**config.mk**
```make
export PLATFORM = sky130hd
export DESIGN_NAME = prio_req_latch_amisha
export DESIGN_NICKNAME = d
export VERILOG_FILES = /design/src/rtl/prio_req_latch_amisha.sv
export SDC_FILE = /design/constraint.sdc
export NUM_CORES = 1
export LEC_CHECK = 0
export BUFFER_PORTS_ARGS = -buffer_cell sky130_fd_sc_hd__buf_2
export CORE_MARGIN = 10
export CORE_UTILIZATION = 47
export DETAILED_ROUTE_END_ITERATION = 10
export PLACE_DENSITY = 0.78
export SLEW_MARGIN = 5
export SYNTH_ARGS = -nofsm -noshare
export SYNTH_HDL_FRONTEND = slang
export SYNTH_SLANG_ARGS = --single-unit
```
**constraint.sdc**
```tcl
create_clock -name clk_amisha -period 2.85 [get_ports clk_amisha]
set_input_delay 0.1425 -clock clk_amisha [delete_from_list [all_inputs] [get_ports clk_amisha]]
set_output_delay 0.1425 -clock clk_amisha [all_outputs]
set_load 0.02 [all_outputs]
```
**src/rtl/prio_req_latch_amisha.sv**
```systemverilog
// Request-capture stage ahead of a 4-input priority encoder: sync, edge-detect,
// sticky pending bits, valid/ack hand-off of the encoder code, overrun counting.
// Define PRIO_REQ_SYNC_EN to add a metastability flop ahead of the sample stage.
module prio_req_latch_amisha #(
    parameter int OVR_W = 8
) (
    input  logic             clk_amisha,
    input  logic             rst_n_amisha,
    input  logic [4:1]       req_in_amisha,
    input  logic [2:0]       y_amisha,
    input  logic             ack_amisha,
    input  logic             ovr_clr_amisha,
    output logic [4:1]       r_amisha,
    output logic             valid_amisha,
    output logic [2:0]       code_amisha,
    output logic [OVR_W-1:0] ovr_cnt_amisha
);

    typedef enum logic [1:0] {IDLE, ARB, GRANT} state_t;

    localparam logic [OVR_W-1:0] OVR_MAX = '1;

    state_t           state;
    logic [4:1]       s;
    logic [4:1]       s_d;
    logic [4:1]       edge_v;
    logic [4:1]       pend;
    logic [4:1]       clr;
    logic [4:1]       ovr_bits;
    logic [2:0]       n_ovr;
    logic [OVR_W+2:0] ovr_sum;

    // NOTE: every flop here, synchroniser included, is cleared by the async reset
    // and written with non-blocking assignments so all stages see pre-edge values.
`ifdef PRIO_REQ_SYNC_EN
    logic [4:1] meta;

    always_ff @(posedge clk_amisha or negedge rst_n_amisha) begin
        if (!rst_n_amisha) begin
            meta <= '0;
            s    <= '0;
        end else begin
            meta <= req_in_amisha;
            s    <= meta;
        end
    end
`else
    always_ff @(posedge clk_amisha or negedge rst_n_amisha) begin
        if (!rst_n_amisha) s <= '0;
        else               s <= req_in_amisha;
    end
`endif

    always_ff @(posedge clk_amisha or negedge rst_n_amisha) begin
        if (!rst_n_amisha) s_d <= '0;
        else               s_d <= s;
    end

    assign edge_v = s & ~s_d;

    // NOTE: default assignment first so no path leaves clr unassigned (no latch).
    always_comb begin
        clr = '0;
        if (state == GRANT && ack_amisha) begin
            case (code_amisha)
                3'd1:    clr[1] = 1'b1;
                3'd2:    clr[2] = 1'b1;
                3'd3:    clr[3] = 1'b1;
                3'd4:    clr[4] = 1'b1;
                default: ;
            endcase
        end
    end

    // A new edge on a bit that is still pending (and not being serviced) is lost.
    assign ovr_bits = edge_v & pend & ~clr;

    always_comb begin
        n_ovr = '0;
        for (int i = 1; i <= 4; i++) n_ovr = n_ovr + {2'b00, ovr_bits[i]};
    end

    assign ovr_sum = {3'b000, ovr_cnt_amisha} + {{OVR_W{1'b0}}, n_ovr};

    always_ff @(posedge clk_amisha or negedge rst_n_amisha) begin
        if (!rst_n_amisha) begin
            ovr_cnt_amisha <= '0;
        end else if (ovr_clr_amisha) begin
            ovr_cnt_amisha <= '0;
        end else if (ovr_sum > {3'b000, OVR_MAX}) begin
            ovr_cnt_amisha <= OVR_MAX;
        end else begin
            ovr_cnt_amisha <= ovr_sum[OVR_W-1:0];
        end
    end

    // Set is OR-ed in after the clear, so a same-cycle edge keeps the bit pending.
    always_ff @(posedge clk_amisha or negedge rst_n_amisha) begin
        if (!rst_n_amisha) pend <= '0;
        else               pend <= (pend & ~clr) | edge_v;
    end

    assign r_amisha = pend;

    always_ff @(posedge clk_amisha or negedge rst_n_amisha) begin
        if (!rst_n_amisha) begin
            state        <= IDLE;
            valid_amisha <= 1'b0;
            code_amisha  <= '0;
        end else begin
            case (state)
                IDLE: begin
                    valid_amisha <= 1'b0;
                    if (pend != '0) state <= ARB;
                end
                ARB: begin
                    // Encoder output only trusted when it names a real bit.
                    if (y_amisha >= 3'd1 && y_amisha <= 3'd4) begin
                        code_amisha  <= y_amisha;
                        valid_amisha <= 1'b1;
                        state        <= GRANT;
                    end else begin
                        state <= IDLE;
                    end
                end
                GRANT: begin
                    if (ack_amisha) begin
                        valid_amisha <= 1'b0;
                        state        <= IDLE;
                    end
                end
                default: begin
                    valid_amisha <= 1'b0;
                    state        <= IDLE;
                end
            endcase
        end
    end

endmodule

```
# Yosys cells after proc, flatten, opt, wreduce, memory -nomap -nowiden

Index checks and enable logic that the tools add are counted.
Widths: inputs -> output; s select.

Bitwise gates (word level): 7
Add/sub/neg operators: 4
Equality and inequality tests: 9
Muxes and demuxes: 14
$lt $le $gt $ge: 3
Reduce and logical (&&, ||, !) cells: 7

Operators by type and width:

| operator           | count |
|---|---|
| $and 4x4->4        | 4 |
| $mux 8             | 2 |
| $add 8x3->9        | 1 |
| $gt 9x8->1 const B | 1 |
| $not 4->4          | 2 |
| $eq 3x2->1 const B | 2 |
| $mux 1             | 6 |
| $mux 2             | 3 |
| $ne 2x2->1 const B | 3 |
| $pmux 2 s3         | 1 |
| $reduce_and 2->1   | 3 |
| $mux 4             | 1 |
| $or 4x4->4         | 1 |
| $reduce_bool 4->1  | 1 |
| $add 2x1->3        | 1 |
| $add 3x1->3        | 1 |
| $eq 3x1->1 const B | 1 |
| $eq 3x3->1 const B | 1 |
| $ge 3x1->1 const B | 1 |
| $le 3x3->1 const B | 1 |
| $add 1x1->2        | 1 |
| $eq 2x1->1 const B | 1 |
| $eq 2x2->1 const B | 1 |
| $logic_and 1x1->1  | 2 |
| 2 further kinds    | 2 |

Input bits: 11
Flip-flop bits (word level): 26
Logic and storage cells: 51

# Depth between registers and ports, before layout

Depth in word-level cells: 12
Gate-level depth with buffers: 10
Mapped depth without buffers: 10

# Least setup slack after synthesis

Ideal clock, no wire load.

Kind: register -> register
Start: register code_amisha[2]
End: register ovr_cnt_amisha[3]
Arrival: 2992 ps
Buffers on the path: 0
Data required time: 2718 ps
Slack: -274 ps
Cell stages (with the launch flop): 11
Cell sequence: dfrtp_1 nand2b_1 o31ai_1 or3_1 fa_1 inv_1 fa_1 fa_1 and4_1 a211oi_1 nor3_1

Word-level cells in the longest chain between the ends: 12

RTL lines:

| item                                            | line | RTL |
|---|---|---|
| start, declared                                 | 15   | `output logic [2:0] code_amisha,` |
| start signal, assigned                          | 119  | `code_amisha <= y_amisha;` |
| $eq 3x1->1 / $eq 3x2->1 (equally long branches) | 65   | `case (code_amisha)` |
| $mux 1                                          | 65   |  |
| $mux 4 (*)                                      | 64   | `if (state == GRANT && ack_amisha) begin` |
| $not 4->4 (*)                                   | 76   | `assign ovr_bits = edge_v & pend & ~clr;` |
| $and 4x4->4 (*)                                 | 76   |  |
| $add 1x1->2                                     | 80   | `for (int i = 1; i <= 4; i++) n_ovr = n_ovr + {2'b00, ovr_bits[i]};` |
| $add 2x1->3                                     | 80   |  |
| $add 3x1->3 (*)                                 | 80   |  |
| $add 8x3->9 (*)                                 | 83   | `assign ovr_sum = {3'b000, ovr_cnt_amisha} + {{OVR_W{1'b0}}, n_ovr};` |
| $gt 9x8->1                                      | 90   | `end else if (ovr_sum > {3'b000, OVR_MAX}) begin` |
| $mux 8 (*)                                      | 90   |  |
| $mux 8 (*)                                      | 88   | `end else if (ovr_clr_amisha) begin` |
| end signal, assigned                            | 93   | `ovr_cnt_amisha <= ovr_sum[OVR_W-1:0];` |
| end, declared                                   | 16   | `output logic [OVR_W-1:0] ovr_cnt_amisha` |

Mark *: on every way between the ends. The rest lies on a longest branch, timed or not.
A chain may end at the register's enable or synchronous reset.

# Worst setup path in the final report

Start: register state[1]
End: register ovr_cnt_amisha[3]

Word-level cells in the longest chain between the ends: 12

RTL lines:

| item                   | line | RTL |
|---|---|---|
| start, declared        | 23   | `state_t state;` |
| start signal, assigned | 107  | `state <= IDLE;` |
| start signal, assigned | 114  | `if (pend != '0) state <= ARB;` |
| start signal, assigned | 121  | `state <= GRANT;` |
| $eq 2x2->1 (*)         | 64   |  |
| $logic_and 1x1->1 (*)  | 64   |  |
| $mux 4 (*)             | 64   |  |
| $not 4->4 (*)          | 76   |  |
| $and 4x4->4 (*)        | 76   |  |
| $add 1x1->2            | 80   |  |
| $add 2x1->3            | 80   |  |
| $add 3x1->3 (*)        | 80   |  |
| $add 8x3->9 (*)        | 83   |  |
| $gt 9x8->1             | 90   |  |
| $mux 8 (*)             | 90   |  |
| $mux 8 (*)             | 88   |  |

Marked as above.

==> summary.txt <==
Status
  – Status: completed

Power and ir drop
  – Design Power: between 1000 and 1500 uW
  – Cell Int Power: between 800 and 900 uW
  – Clk pwr share: 0.194
  – Psw: about 480 uW
  – Switch share: 0.3625
  – P per Cell Area: between 800 and 900 mW/mm^2
  – P_leak: roughly 0.0007 uW
  – VDD IR-drop max: 0.4830 mV
  – Seq pwr share: 0.386
  – Power share of the combinational group: 0.420

Cells and area
  – Post-Layout Cell Count: about 170
  – Fin nets: between 150 and 200
  – Share of layout cells above drive strength 1: 0.4247
  – Area delta synth->final: 33.87%
  – Fillers: 170
  – Final antenna diode count: 0

Clock tree
  – H-tree levels: 1
  – CTS buffer count: 3
  – CTS tree: built
  – CTS max path bufs: 2
  – Root buffer cell: clkbuf_4
  – Worst skew pair latency: around 330 ps
  – Clk sink count: 26
  – Clock slew at reported path FFs: 140 ps

Critical path
  – Buf+Inv Stages, Crit Path: 1
  – Worst Setup Path Type: flip-flop to flip-flop
  – Critical-path cell list: nand3b_1 -> o31ai_2 -> or3_4 -> fa_1 -> inv_2 -> fa_2 -> fa_2 -> and4_4 -> a211oi_2 -> nor3_1
  – Top delay family on crit path: adder cells
  – Slowest cell delay on critical path: ~520 ps
  – CP most frequent cell: fa_2
  – Critical path peak fanout: 5
  – WP data required: just over 3000 ps
  – Crit end category: flip-flop
  – CP startpoint kind: flip-flop
  – Arr. time, crit path: slightly above 3000 ps
  – WP depth: 10
  – Critical-path top delay cell: fa_1
  – Reg2Reg Depth: 10

Global routing
  – First-pass GRT wire length: ~4.7 mm
  – GRT Util Overall: 0.1193
  – Total gr overflow: 0
  – Initial antenna violation count: 0
  – Vias in the first global route: just over 1000
  – Largest net degree at the start of global routing: 27

Placed design
  – Place WS: -132.2 ps
  – I/O Buffers: 26
  – Dpl cells: 161
  – HPWL after detailed placement: about 2 mm
  – Routability cong.: slightly below 0.9

Routing
  – DRC: 0
  – Drt first pass iters: 4
  – Routed length per instance: about 17 um
  – Antenna Nets Post-Route: 0
  – Drt initial violations: 35
  – Final wirelength: ~2.9 mm
  – Vias/cell: ~5.6
  – Via Count: about 970

Floorplan
  – Die height: roughly 70 um
  – Placeable Area: 0.002297 mm^2
  – Die Footprint: between 0.004 and 0.005 mm^2
  – Initial Util: 0.5082
  – Die X: around 70 um
  – Rows: 17
  – I/O Pins: 27

Synthesis
  – Cell taking the most area after synthesis: dfrtp_1
  – Sequential area share after synthesis: 0.5573
  – Most common cell in the synthesized netlist: dfrtp_1
  – Ys async rst share: 1.000
  – Yosys warnings: 0
  – Post-synth top flop: dfrtp_1
  – Yosys reg bits: 26
  – Yosys top cell area share: 0.5573
  – EDFF count, synth: 0
  – Net Count, Synth: between 100 and 150
  – Cell variety after synth: 34
  – Mapped Cells: a little over 100
  – Mapped cell area: 0.001167 mm^2
  – Mean Syn Cell Area: 11.44 um^2
  – Area contributors post-synth: dfrtp_1 (56%), fa_1 (5.1%), inv_1 (3.2%)
  – Commonest cells in the netlist: dfrtp_1 (26), inv_1 (10), nor3_1 (6), a21oi_1 (5), nand2_1 (5)

STA
  – Crit share post-route: 0.9821
  – Worst Slack Setup Final: 51.10 ps
  – Setup Viol. Count Final: 0
  – Slew of the pin with the lowest slew margin: 561.8 ps
  – Clock period minus worst slack: roughly 2800 ps
  – Unrepaired setup endpoints after global routing: yes
  – Layout Skew: between 1 and 1.5 ps
  – Relative slew slack: 0.6255
  – Max Transition Viols Final: 0
  – Max Freq: roughly 360 MHz
  – Final Hold Viols: 0

Min path
  – HP Class: primary input to flip-flop
  – Worst Hold Path Cells: 2

Run
  – Max cap viols: 0
==> sequential cells by signal (all words and copies together) (netlist names) <==
| name | flops |
|---|---|
| ovr_cnt_amisha | 8 |
| r_amisha | 4 |
| s | 4 |
| s_d | 4 |
| code_amisha | 3 |
| state | 2 |
| valid_amisha | 1 |
==> cells by family after synthesis <==
kind of cell / count (synthesis) / synth area share
buffers and inverters: 13 / 0.04930
flip-flops: 26 / 0.5573
adder cells (fa/ha/maj): 4 / 0.06217
AO/OA/AOI/OAI: 21 / 0.1211
multiplexers: 3 / 0.02894
AND/OR/NAND/NOR: 35 / 0.1811
==> power groups by stage <==
stage / sequential, uW / clock, uW / combinational, uW
6_report: 510 / 256 / 555
5_1_grt: 519 / 275 / 611
4_1_cts: 505 / 260 / 528
3_5_place_dp: 512 / 0 / 482
3_3_place_gp: 507 / 0 / 461
2_1_floorplan: 578 / 0 / 212
==> final cells by class <==
cell class | count | area [um^2] | area share
Sequential cell | 26 | 653.1 | 0.4179
Multi-Input combinational cell | 63 | 514.2 | 0.3291
Timing Repair Buffer | 43 | 270.3 | 0.1729
Inverter | 10 | 37.54 | 0.02402
Tap cell | 28 | 35.03 | 0.02242
Clock inverter | 1 | 30.03 | 0.01922
Clock buffer | 3 | 22.52 | 0.01441
==> cell usage in the layout, fill, tap and decap left out, drive strengths merged, types with 2 or more instances in the layout <==
cell type | synthesis | layout
a21oi | 5 | 5
a31oi | 3 | 3
and4 | 2 | 2
buf | 3 | 38
clkbuf | 0 | 3
dfrtp | 26 | 26
dlygate4sd3 | 0 | 5
fa | 3 | 3
inv | 10 | 10
mux2 | 3 | 3
nand2 | 5 | 5
nand2b | 4 | 4
nand3 | 2 | 2
nor2 | 4 | 4
nor2b | 2 | 2
nor3 | 6 | 6
nor3b | 2 | 2
nor4 | 2 | 2
o21ai | 3 | 3
o31ai | 2 | 2
o41ai | 2 | 2
or3 | 2 | 2
==> path summary, 6_finish.rpt <==
| check | slack [ps] | to | start |
|---|---|---|---|
| setup / recovery | 50 | ovr_cnt_amisha[3] | state[1] |
| max in group asynchronous | 2130 | code_amisha[0] | rst_n_amisha |
| setup reg to reg | 50 | ovr_cnt_amisha[3] | state[1] |
| min in group asynchronous | 310 | s[3] | rst_n_amisha |
| hold / removal | 60 | code_amisha[2] | y_amisha[2] |
| hold reg to reg | 400 | s_d[1] | s[1] |
==> metrics by stage <==
| stage | cell area [um^2] | TNS, ps | hold WS (ps) | utilization |
|---|---|---|---|---|
| after floorplan | 1190 | -0.3988 | -153.1 | - |
| after global placement | 1395 | 0 | 163.1 | 0.6073 |
| after detailed placement | 1395 | -762.6 | 173.2 | 0.6073 |
| after CTS | 1535 | 0 | 50.38 | 0.6683 |
| after global routing | 1563 | -291.2 | 40.91 | 0.6803 |
| final | 1563 | 0 | 63.88 | 0.6803 |
==> per-layer routing <==
metal	up-vias	wire, um	track usage
met4	0	66	0.06957
met5	-	0	0
met2	34	1493	0.2018
li1	457	-	-
met3	8	183	0.04850
met1	470	1168	0.1198
==> what timing repair did <==
action	CTS	global route
pin swaps	6	1
setup buffers	3	1
resized for setup	4	4
hold buffers	5	0
endpoints found under the hold margin	30	0
endpoints found under the setup margin	8	8
Power figures use the tool's default switching activity.
